<file path="config.mk">
export PLATFORM = sky130hd
export DESIGN_NAME = uart_tx_mmio
export DESIGN_NICKNAME = d
export VERILOG_FILES = /design/src/rtl/uart_tx_mmio.sv
export SDC_FILE = /design/constraint.sdc
export NUM_CORES = 1
export LEC_CHECK = 0
export CORE_AREA = 2 2 145 147
export DETAILED_ROUTE_END_ITERATION = 8
export DIE_AREA = 0 0 147 149
export SYNTH_ARGS = -nofsm -noshare
export SYNTH_HDL_FRONTEND = slang
export SYNTH_SLANG_ARGS = --single-unit
</file>
<file path="constraint.sdc">
create_clock -name clk -period 4.1 [get_ports clk]
set_clock_uncertainty 0.15 [all_clocks]
set_input_delay 0.615 -clock clk [delete_from_list [all_inputs] [get_ports clk]]
set_output_delay 0.615 -clock clk [all_outputs]
set_load 0.02 [all_outputs]
</file>
<file path="src/rtl/uart_tx_mmio.sv">
// Memory-mapped 8N1 UART transmitter: snoops core writes into a byte FIFO and
// serializes them on tx; exposes TXDATA/STATUS/CTRL with 1-cycle registered reads.
module uart_tx_mmio #(
    parameter logic [31:0] BASE_ADDR    = 32'h0000_1000,
    parameter int unsigned CLKS_PER_BIT = 434,
    parameter int unsigned FIFO_DEPTH   = 16
) (
    input  logic        clk,
    input  logic        rst_n,
    input  logic [31:0] rd_addr,
    output logic [31:0] rd_data,
    output logic        rd_hit,
    input  logic [1:0]  wr,
    input  logic [31:0] wr_addr,
    input  logic [31:0] wr_data,
    output logic        tx
);

    localparam int unsigned AW = $clog2(FIFO_DEPTH);
    localparam int unsigned CW = AW + 1;
    localparam int unsigned BW = (CLKS_PER_BIT > 1) ? $clog2(CLKS_PER_BIT) : 1;
    localparam logic [29:0] BASE_W = BASE_ADDR[31:2];

    typedef enum logic [1:0] {S_IDLE, S_START, S_DATA, S_STOP} state_t;

    state_t          state;
    logic [BW-1:0]   baud_cnt;
    logic [2:0]      bit_cnt;
    logic [7:0]      shreg;

    logic [7:0]      mem [FIFO_DEPTH];
    logic [AW-1:0]   wr_ptr;
    logic [AW-1:0]   rd_ptr;
    logic [CW-1:0]   count;
    logic            overflow;
    logic            tx_en;

    logic            wr_txdata;
    logic            wr_ctrl;
    logic            full;
    logic            empty;
    logic            push_ok;
    logic            flush;
    logic            baud_end;
    logic            load;
    logic            busy;
    logic [29:0]     rd_off;
    logic            rd_hit_c;
    logic [31:0]     rd_val_c;
    logic            unused_ok;

    // Write decode ignores addr[1:0] and write size
    assign wr_txdata = (|wr) && (wr_addr[31:2] == BASE_W);
    assign wr_ctrl   = (|wr) && (wr_addr[31:2] == BASE_W + 30'd2);

    assign full     = (count == CW'(FIFO_DEPTH));
    assign empty    = (count == '0);
    assign push_ok  = wr_txdata && !full;
    assign flush    = wr_ctrl && wr_data[1];
    assign baud_end = (baud_cnt == BW'(CLKS_PER_BIT - 1));
    assign busy     = (state != S_IDLE);
    assign load     = !empty && tx_en && ((state == S_IDLE) || ((state == S_STOP) && baud_end));

    assign unused_ok = ^{rd_addr[1:0], wr_addr[1:0], wr_data[31:8]};

    always_ff @(posedge clk) begin
        if (push_ok) mem[wr_ptr] <= wr_data[7:0];
    end

    // FIFO pointers, occupancy and control register
    always_ff @(posedge clk or negedge rst_n) begin
        if (!rst_n) begin
            wr_ptr   <= '0;
            rd_ptr   <= '0;
            count    <= '0;
            overflow <= 1'b0;
            tx_en    <= 1'b1;
        end else begin
            if (flush) begin
                wr_ptr <= '0;
                rd_ptr <= '0;
                count  <= '0;
            end else begin
                if (push_ok) wr_ptr <= wr_ptr + AW'(1);
                if (load)    rd_ptr <= rd_ptr + AW'(1);
                count <= count + CW'(push_ok) - CW'(load);
            end
            if (wr_txdata && full)
                overflow <= 1'b1;
            else if (wr_ctrl && wr_data[2])
                overflow <= 1'b0;
            if (wr_ctrl) tx_en <= wr_data[0];
        end
    end

    // Serializer; STOP chains straight into START when another byte is ready
    always_ff @(posedge clk or negedge rst_n) begin
        if (!rst_n) begin
            state    <= S_IDLE;
            baud_cnt <= '0;
            bit_cnt  <= '0;
            shreg    <= '0;
            tx       <= 1'b1;
        end else begin
            case (state)
                S_IDLE: begin
                    baud_cnt <= '0;
                    tx       <= 1'b1;
                    if (load) begin
                        shreg <= mem[rd_ptr];
                        state <= S_START;
                        tx    <= 1'b0;
                    end
                end
                S_START: begin
                    if (baud_end) begin
                        baud_cnt <= '0;
                        bit_cnt  <= '0;
                        state    <= S_DATA;
                        tx       <= shreg[0];
                    end else begin
                        baud_cnt <= baud_cnt + BW'(1);
                    end
                end
                S_DATA: begin
                    if (baud_end) begin
                        baud_cnt <= '0;
                        if (bit_cnt == 3'd7) begin
                            state <= S_STOP;
                            tx    <= 1'b1;
                        end else begin
                            bit_cnt <= bit_cnt + 3'd1;
                            shreg   <= {1'b0, shreg[7:1]};
                            tx      <= shreg[1];
                        end
                    end else begin
                        baud_cnt <= baud_cnt + BW'(1);
                    end
                end
                S_STOP: begin
                    if (baud_end) begin
                        baud_cnt <= '0;
                        if (load) begin
                            shreg <= mem[rd_ptr];
                            state <= S_START;
                            tx    <= 1'b0;
                        end else begin
                            state <= S_IDLE;
                        end
                    end else begin
                        baud_cnt <= baud_cnt + BW'(1);
                    end
                end
                default: state <= S_IDLE;
            endcase
        end
    end

    assign rd_off = rd_addr[31:2] - BASE_W;

    always_comb begin
        rd_hit_c = 1'b0;
        rd_val_c = '0;
        if (rd_off < 30'd3) begin
            rd_hit_c = 1'b1;
            case (rd_off[1:0])
                2'd1:    rd_val_c = {16'b0, 8'(count), 4'b0, overflow, busy, empty, full};
                2'd2:    rd_val_c = {31'b0, tx_en};
                default: rd_val_c = '0;
            endcase
        end
    end

    always_ff @(posedge clk or negedge rst_n) begin
        if (!rst_n) begin
            rd_hit  <= 1'b0;
            rd_data <= '0;
        end else begin
            rd_hit  <= rd_hit_c;
            rd_data <= rd_val_c;
        end
    end

endmodule
</file>
Word-level counts from Yosys, hierarchy flattened

Memory sizes are Yosys's and may differ from the RTL's.
Cells that the tools add are included.

Bits in registers: 71
RAM bits: 128
Output and inout bits: 34
Logic and storage cells: 101
Memories kept: 1

Memory list:

| name | depth | width | read ports | clocked after memory_dff | write ports | line | RTL |
|---|---|---|---|---|---|---|---|
| mem  | 16    | 8     | 1          | 0                        | 1           | 31   | `logic [7:0] mem [FIFO_DEPTH];` |

$add $sub $neg: 7
Magnitude comparators: 1
Equal/unequal tests: 17
Multiplexer cells: 37
Reductions and logical operators: 26

Operators with widths:

| kind                     | count |
|---|---|
| $eq A30 B11 Y1 const B   | 2 |
| $mux W8                  | 4 |
| $lt A30 B2 Y1 const B    | 1 |
| $sub A30 B11 Y30 const B | 1 |
| $pmux W13 S2             | 1 |
| $pmux W8 S3              | 1 |
| $pmux W9 S2              | 1 |
| $mux W4                  | 4 |
| $ne A2 B2 Y1 const B     | 7 |
| $mux W13                 | 1 |
| $mux W1                  | 12 |
| $reduce_and A4 Y1        | 3 |
| $mux W2                  | 5 |
| $reduce_bool A2 Y1       | 5 |
| $add A9 B1 Y9 const B    | 1 |
| $eq A9 B9 Y1 const B     | 1 |
| $logic_and A1 B1 Y1      | 9 |
| $mux W3                  | 3 |
| $mux W9                  | 1 |
| $add A4 B1 Y4 const B    | 2 |
| $pmux W2 S4              | 1 |
| $eq A2 B2 Y1 const B     | 3 |
| $pmux W3 S2              | 1 |
| $add A5 B1 Y5            | 1 |
| other kinds (15)         | 17 |

Longest topological paths before layout

Gate-level depths: netlist of the first run.

Depth in word-level cells: 7
Gate-level depth with buffers: 15
Depth with buffers taken out: 15

Least setup slack after synthesis of the first run

No wires, ideal clock.

Path type: in2reg
Start point: input wr_addr[21]
End point: register count[4]
Arrival time: 2,992 ps
Path slack: 839 ps
Stages on the path: 13
Cells stage by stage: nor4_1 nand4_1 nor4b_4 inv_2 ha_1 inv_1 ha_1 fa_1 a21oi_1 nor2_1 nor2_1 xnor2_1 nor2_1

Cells in the longest elaborated chain, start to end: 6
Elaborated cells between the ends (all ways): 9

RTL lines:

| item                   | line | RTL |
|---|---|---|
| start: declaration     | 14   | `input logic [31:0] wr_addr,` |
| $eq A30 B11 Y1         | 53   | `assign wr_txdata = (\|wr) && (wr_addr[31:2] == BASE_W);` |
| $logic_and A1 B1 Y1    | 53   |  |
| $logic_and A1 B1 Y1    | 58   | `assign push_ok = wr_txdata && !full;` |
| $add A5 B1 Y5          | 86   | `count <= count + CW'(push_ok) - CW'(load);` |
| $sub A5 B1 Y5          | 86   |  |
| $mux W5 *              | 79   | `if (flush) begin` |
| end signal: assignment | 86   |  |
| end: declaration       | 34   | `logic [CW-1:0] count;` |

Mark *: on every way between the ends. The rest lies on a longest branch, timed or not.
A chain may end at the register's enable or synchronous reset.

Worst setup path after layout of the first run

Start point: input wr_addr[15]
End point: register count[4]

Same word-level chain as after synthesis.

==> results.yml, run 1 <==
final_layout:
  final_cell_count_no_fill: 930
  drive_gt1_share_pct: 13.9
  synthToLayoutAreaGrowth_pct: 20.5
  fin_nets: 768
  diodes: 0
  final_util_pct: 46.8
  fillCellCount: 1797
floorplanning:
  num_io_pins: 134
  core_mm2: 0.0206
  start_util_pct: 38.9
  die_y_um: 149
  dieArea_mm2: 0.0219
  die_x_um: 147
  num_rows: 53
pwr:
  seqPwrFrac_pct: 53.4
  switchingPower_mw: 0.807
  intPower_mw: 2.78
  vdd_drop_max_mv: 0.275
  p_comb_share_pct: 4.2
  leakagePower_nw: 3.76
  p_per_area_mw_per_mm2: 373
  switching_share_pct: 22.5
  clockPowerShare_pct: 42.5
synthesis:
  synthTopCellsByArea: "edfxtp_1 48%, dfrtp_1 14%, mux4_2 5.4%, ha_1 3.8%, mux2i_1 3.8%"
  synth_top_area_share_pct: 48.1
  synth_xor_area_share_pct: 1.53
  synth_common_cells: "128 x edfxtp_1, 46 x dfrtp_1, 32 x nor2_1"
  synth_seq_area_share_pct: 63.1
  synth_simple_gate_area_share_pct: 10.3
  avgSynthCellArea_um2: 14.6
  syn_area_mm2: 0.00799
  ys_ff_latch: 176
  syn_inst: 547
  synth_edf_count: 128
  yosysUniqueCellTypes: 66
  ys_dominant_reg_cell: "edfxtp_1"
  synth_largest_area_cell: "edfxtp_1"
  synthArstFlopShare_pct: 27.3
  synth_mux_area_share_pct: 10.8
  synth_top_family_by_area: "multiplexers"
  synth_warnings: 0
  synth_most_common_cell: "edfxtp_1"
  synth_compound_area_share_pct: 5.78
  yosys.area_share.adder_pct: 4.01
placed_design:
  place_ws_ns: 0.364
  hpwl_um: 11900
  post-place-cells: 899
  io_buffers: 82
  gp_congestion: 0.829
worst_setup_path:
  crit_buf_inv: 3
  max_stage_delay_ns: 0.42
  worstSetupPathType: "in -> reg"
  path_cells: "clkdlybuf4s50_1 -> nor4_1 -> nand2_1 -> nor4b_4 -> inv_2 -> ha_1 -> inv_1 -> ha_1 -> fa_1 -> a21oi_1 -> nor2_1 -> nor2_1 -> xnor2_1 -> nor2_1"
  critPathMaxFanout: 5
  path_common_cell: "nor2_1"
  worstPathRequired_ns: 4.26
  crit_family: "simple AND/OR/NAND/NOR gates"
  crit_slowest_cell: "fa_1"
  cp-start-kind: "input pin"
  crit_path_end_kind: "flop"
  critPathArrivalTime_ns: 3.51
cts:
  clkLatencyLatePin_ns: 0.43
  numCtsBuffers: 17
  clock-sinks: 176
  cts_tree: "yes"
  cts_resized: 0
  clock_path_buffers: 2
  clk_pin_slew_ns: 0.07
  post_cts_buffers: 0
  cts-root-buf: "clkbuf_16"
  ctsHoldBuffers: 0
  htreeDepth: 4
drt:
  initialDrtViolationCount: 300
  wl_per_cell_um: 18.4
  viasPerCell: 5.11
  dr_total_vias: 4755
  drcViolationCount: 0
  ant_nets: 0
  drt_wl_total_um: 17200
  drt_first_pass_iters: 5
grt:
  grt_max_degree: 49
  grtUsageTotal_pct: 16.3
  grt_pass1_wl_um: 27100
  antenna_found_initial: 0
  gr-total-overflow: 0
  grt_pass1_vias: 4998
timing:
  worst_slew_pin_slew_ns: 1.10
  setup_tns_ns: 0
  rsz0062_at_grt: "false"
  min_period_ns: 3.35
  fmax_mhz: 299
  timing.final.crit_share_pct: 81.7
  timing.slew.headroom_pct: 26.9
  final_max_slew_viol_count: 0
  whs_ns: 0.253
  hold_violations: 0
  setup_slack_ns: 0.752
  finalSetupViolCount: 0
min_path:
  hp-class: "in -> async"
outcome:
  outcome: "finished, final reports clean"
job:
  max_cap_violations: 0
[area by class of cell]
type / count / area (um2) / share of cell area [%]
sequential: 176 / 5050 / 52.4
multi-input combinational: 330 / 2680 / 27.8
timing repair buffer: 97 / 928 / 9.64
clock buffer: 17 / 425 / 4.42
tap: 275 / 344 / 3.57
clock inverter: 14 / 124 / 1.29
inverter: 21 / 78.8 / 0.819
[power by group through the flow]
stage	Combinational [mW]	Sequential [mW]	Clock, mW
detailed placement	0.151	1.95	0
CTS	0.152	1.92	1.55
global route	0.164	1.91	1.62
floorplan	0.0582	1.95	0
finish	0.149	1.92	1.52
global placement	0.146	1.95	0
[sequential cells by signal, indices dropped and copies added, names as in the netlist]
signal / cells
mem: 128
baud_cnt: 9
rd_data: 9
shreg: 8
count: 5
rd_ptr: 4
wr_ptr: 4
bit_cnt: 3
state: 2
overflow: 1
rd_hit: 1
tx: 1
tx_en: 1
[kinds of logic (layout without fill, tap and decap cells)]
logic type / after synthesis / in the layout
other cells: 1 / 23
xor+xnor: 14 / 14
compound gates: 64 / 64
flops: 176 / 176
simple gates: 145 / 145
fa+ha+maj: 25 / 25
mux: 59 / 59
buf+inv: 63 / 149
[final timing paths]
check / startpoint / to / slack (ns) / cells past startpoint
min reg2reg: baud_cnt[0] / baud_cnt[0] / 0.34 / 1
max reg2reg: count[2] / count[4] / 0.91 / 14
max: wr_addr[15] / count[4] / 0.75 / 14
min: rst_n / baud_cnt[5] / 0.25 / 1
max in group asynchronous: rst_n / rd_ptr[1] / 2.81 / 1
min in group clk: baud_cnt[0] / baud_cnt[0] / 0.34 / 1
[metrics by stage]
step / total power [mW] / instance area, um2
after floorplan: 2.01 / 8080
after global placement: 2.10 / 9080
after detailed placement: 2.10 / 9080
after CTS: 3.62 / 9630
after global routing: 3.70 / 9630
final: 3.59 / 9630
[metal layers]
metal	vias up	GRT usage (%)	share of wire [%]
li1	2222	-	-
met4	0	4.81	1.1
met1	2377	19.6	42
met2	140	29.4	51
met3	16	4.07	5.9
met5	-	0	0
[cell usage in the layout, fill, tap and decap left out, types with 5 or more instances in the layout]
| master | n |
|---|---|
| ha_1 | 24 |
| nor3_1 | 5 |
| a221oi_1 | 7 |
| and2_1 | 9 |
| nor2b_1 | 6 |
| inv_1 | 20 |
| a22o_1 | 5 |
| a21oi_1 | 8 |
| mux2i_1 | 30 |
| nor2_1 | 32 |
| conb_1 | 23 |
| buf_4 | 15 |
| edfxtp_1 | 128 |
| nor4_1 | 13 |
| clkbuf_16 | 17 |
| and3_1 | 12 |
| inv_8 | 5 |
| o2111ai_1 | 6 |
| nand3_1 | 10 |
| clkdlybuf4s50_1 | 81 |
| xnor2_1 | 11 |
| mux4_2 | 19 |
| mux2_4 | 6 |
| nand2_1 | 31 |
| o21ai_0 | 15 |
| dfrtp_1 | 45 |
Power figures use the tool's default switching activity.
==> inputs of run 2 (changes only) <==
Clock period 4.1 ns to 2.9 ns, I/O delays scaled along.
==> run 2 against run 1 <==
First-iteration DRC count is 20% lower. Largest power group unchanged. Cell area increased by 6.4%. Cell count rose by 4.0%. Highest routed layer unchanged. Critical path type unchanged. Routed wire length fell by 0.47%. Clock power is 55% higher.
==> results.yml, run 2 (synthesis gave the netlist of run 1 again) <==
grt:
  gr-total-overflow: 0
  grtUsageTotal_pct: 16.0
  grt_pass1_vias: 4946
  antenna_found_initial: 0
  grt_max_degree: 32
  grt_pass1_wl_um: 26600
final_layout:
  layout_common_cells: "128 x edfxtp_1, 63 x clkdlybuf4s50_1, 45 x dfrtp_1"
  drive_gt1_share_pct: 20.8
  finalInstanceArea_mm2: 0.0102
  diodes: 0
  fin_nets: 804
  synthToLayoutAreaGrowth_pct: 28.1
  reg_top3: "mem: 128 flops, baud_cnt: 9 flops, rd_data: 9 flops"
  largest_reg_flops: 128
  regMostFlops: "mem"
  final_common_cell: "edfxtp_1"
  final_util_pct: 49.8
timing:
  setup_tns_ns: 0
  setup_slack_ns: 0.126
  final_max_slew_viol_count: 0
  worst_slew_pin_slew_ns: 0.867
  finalSetupViolCount: 0
  fmax_mhz: 360
  timing.final.crit_share_pct: 95.7
  min_period_ns: 2.77
  hold_violations: 0
  timing.slew.headroom_pct: 42.2
cts:
  numCtsBuffers: 17
  clkLatencyLatePin_ns: 0.43
  cts-root-buf: "clkbuf_16"
  clk_pin_slew_ns: 0.07
  clock-sinks: 176
  clock_path_buffers: 2
  cts_tree: "yes"
  htreeDepth: 4
pwr:
  vdd_drop_max_mv: 0.392
  leakagePower_nw: 4.16
  p_per_area_mw_per_mm2: 516
  total_power_mw: 5.29
worst_setup_path:
  crit_buf_inv: 3
  cp-start-kind: "input pin"
  crit_slowest_cell: "clkdlybuf4s50_1"
  crit_family: "simple AND/OR/NAND/NOR gates"
  worstPathRequired_ns: 3.06
  path_cells: "clkdlybuf4s50_1 -> nor4b_2 -> nand2_1 -> nor4b_4 -> inv_2 -> ha_4 -> inv_2 -> ha_4 -> fa_2 -> a21oi_2 -> nor2_1 -> nor2_1 -> xnor2_1 -> nor2_1"
  path_common_cell: "nor2_1"
  crit_path_end_kind: "flop"
  critPathArrivalTime_ns: 2.94
  max_stage_delay_ns: 0.41
  worstSetupPathType: "in -> reg"
  critPathMaxFanout: 2
floorplanning:
  num_rows: 53
  start_util_pct: 38.9
  num_io_pins: 134
  die_x_um: 147
  dieArea_mm2: 0.0219
  die_y_um: 149
  core_mm2: 0.0206
placed_design:
  io_buffers: 82
  dpl-instance-area_mm2: 0.00943
  hpwl_um: 12000
  place_ws_ns: -0.483
  gp_congestion: 0.835
min_path:
  hp-class: "reg -> reg"
job:
  max_cap_violations: 0
drt:
  drt_wl_total_um: 17100
  wl_per_cell_um: 17.7
  initialDrtViolationCount: 240
  ant_nets: 0
  viasPerCell: 5.05
  drcViolationCount: 0
  drt_first_pass_iters: 4
  dr_total_vias: 4886
outcome:
  outcome: "finished, final reports clean"
run 2: what timing repair did:
item / CTS / global route
hold buffers: 1 / 0
pin swaps: 2 / 20
endpoints found under the hold margin: 28 / 0
buffers inserted: 0 / 6
endpoints found under the setup margin: 1 / 1
resized for setup: 1 / 31
run 2: metal layers:
metal | vias up | GRT usage, % | wire (um)
met4 | 0 | 4.90 | 255
met2 | 121 | 28.0 | 8690
met3 | 20 | 4.46 | 978
li1 | 2307 | - | -
met5 | - | 0 | 0
met1 | 2438 | 19.4 | 7150
run 2: stage by stage:
stage,hold WS [ns],std cells
4_1_cts,0.362,961
2_1_floorplan,-0.0106,569
6_report,0.358,967
3_3_place_gp,0.340,928
5_1_grt,0.376,967
3_5_place_dp,0.341,928
run 2: final timing paths:
check                      startpoint  cells after the start  slack (ns)          end
setup / recovery           wr_addr[5]                     14        0.13     count[4]
hold / removal               shreg[7]                      1        0.36     shreg[7]
setup reg to reg             count[2]                     15        0.15     count[4]
hold reg to reg              shreg[7]                      1        0.36     shreg[7]
max in group asynchronous       rst_n                      3        1.45     count[0]
min in group asynchronous       rst_n                      2        0.44  baud_cnt[6]
run 2: area by class of cell:
type | count | area, um2
clock inverter | 15 | 211
multi-input combinational | 330 | 2790
tap | 275 | 344
timing repair buffer | 133 | 1350
fill | 1736 | 10300
clock buffer | 17 | 425
inverter | 21 | 78.8
sequential | 176 | 5050
run 2: power by group:
part	internal, mW	switching (mW)
Combinational	0.106	0.115
Clock	1.26	1.10
Sequential	2.70	0.00220
==> inputs of run 3 (changes only) <==
Settings changed: HOLD_SLACK_MARGIN from default to 0.08.
==> results of run 3 <==
Final layout, timing and power as in run 2 (identical DEF).
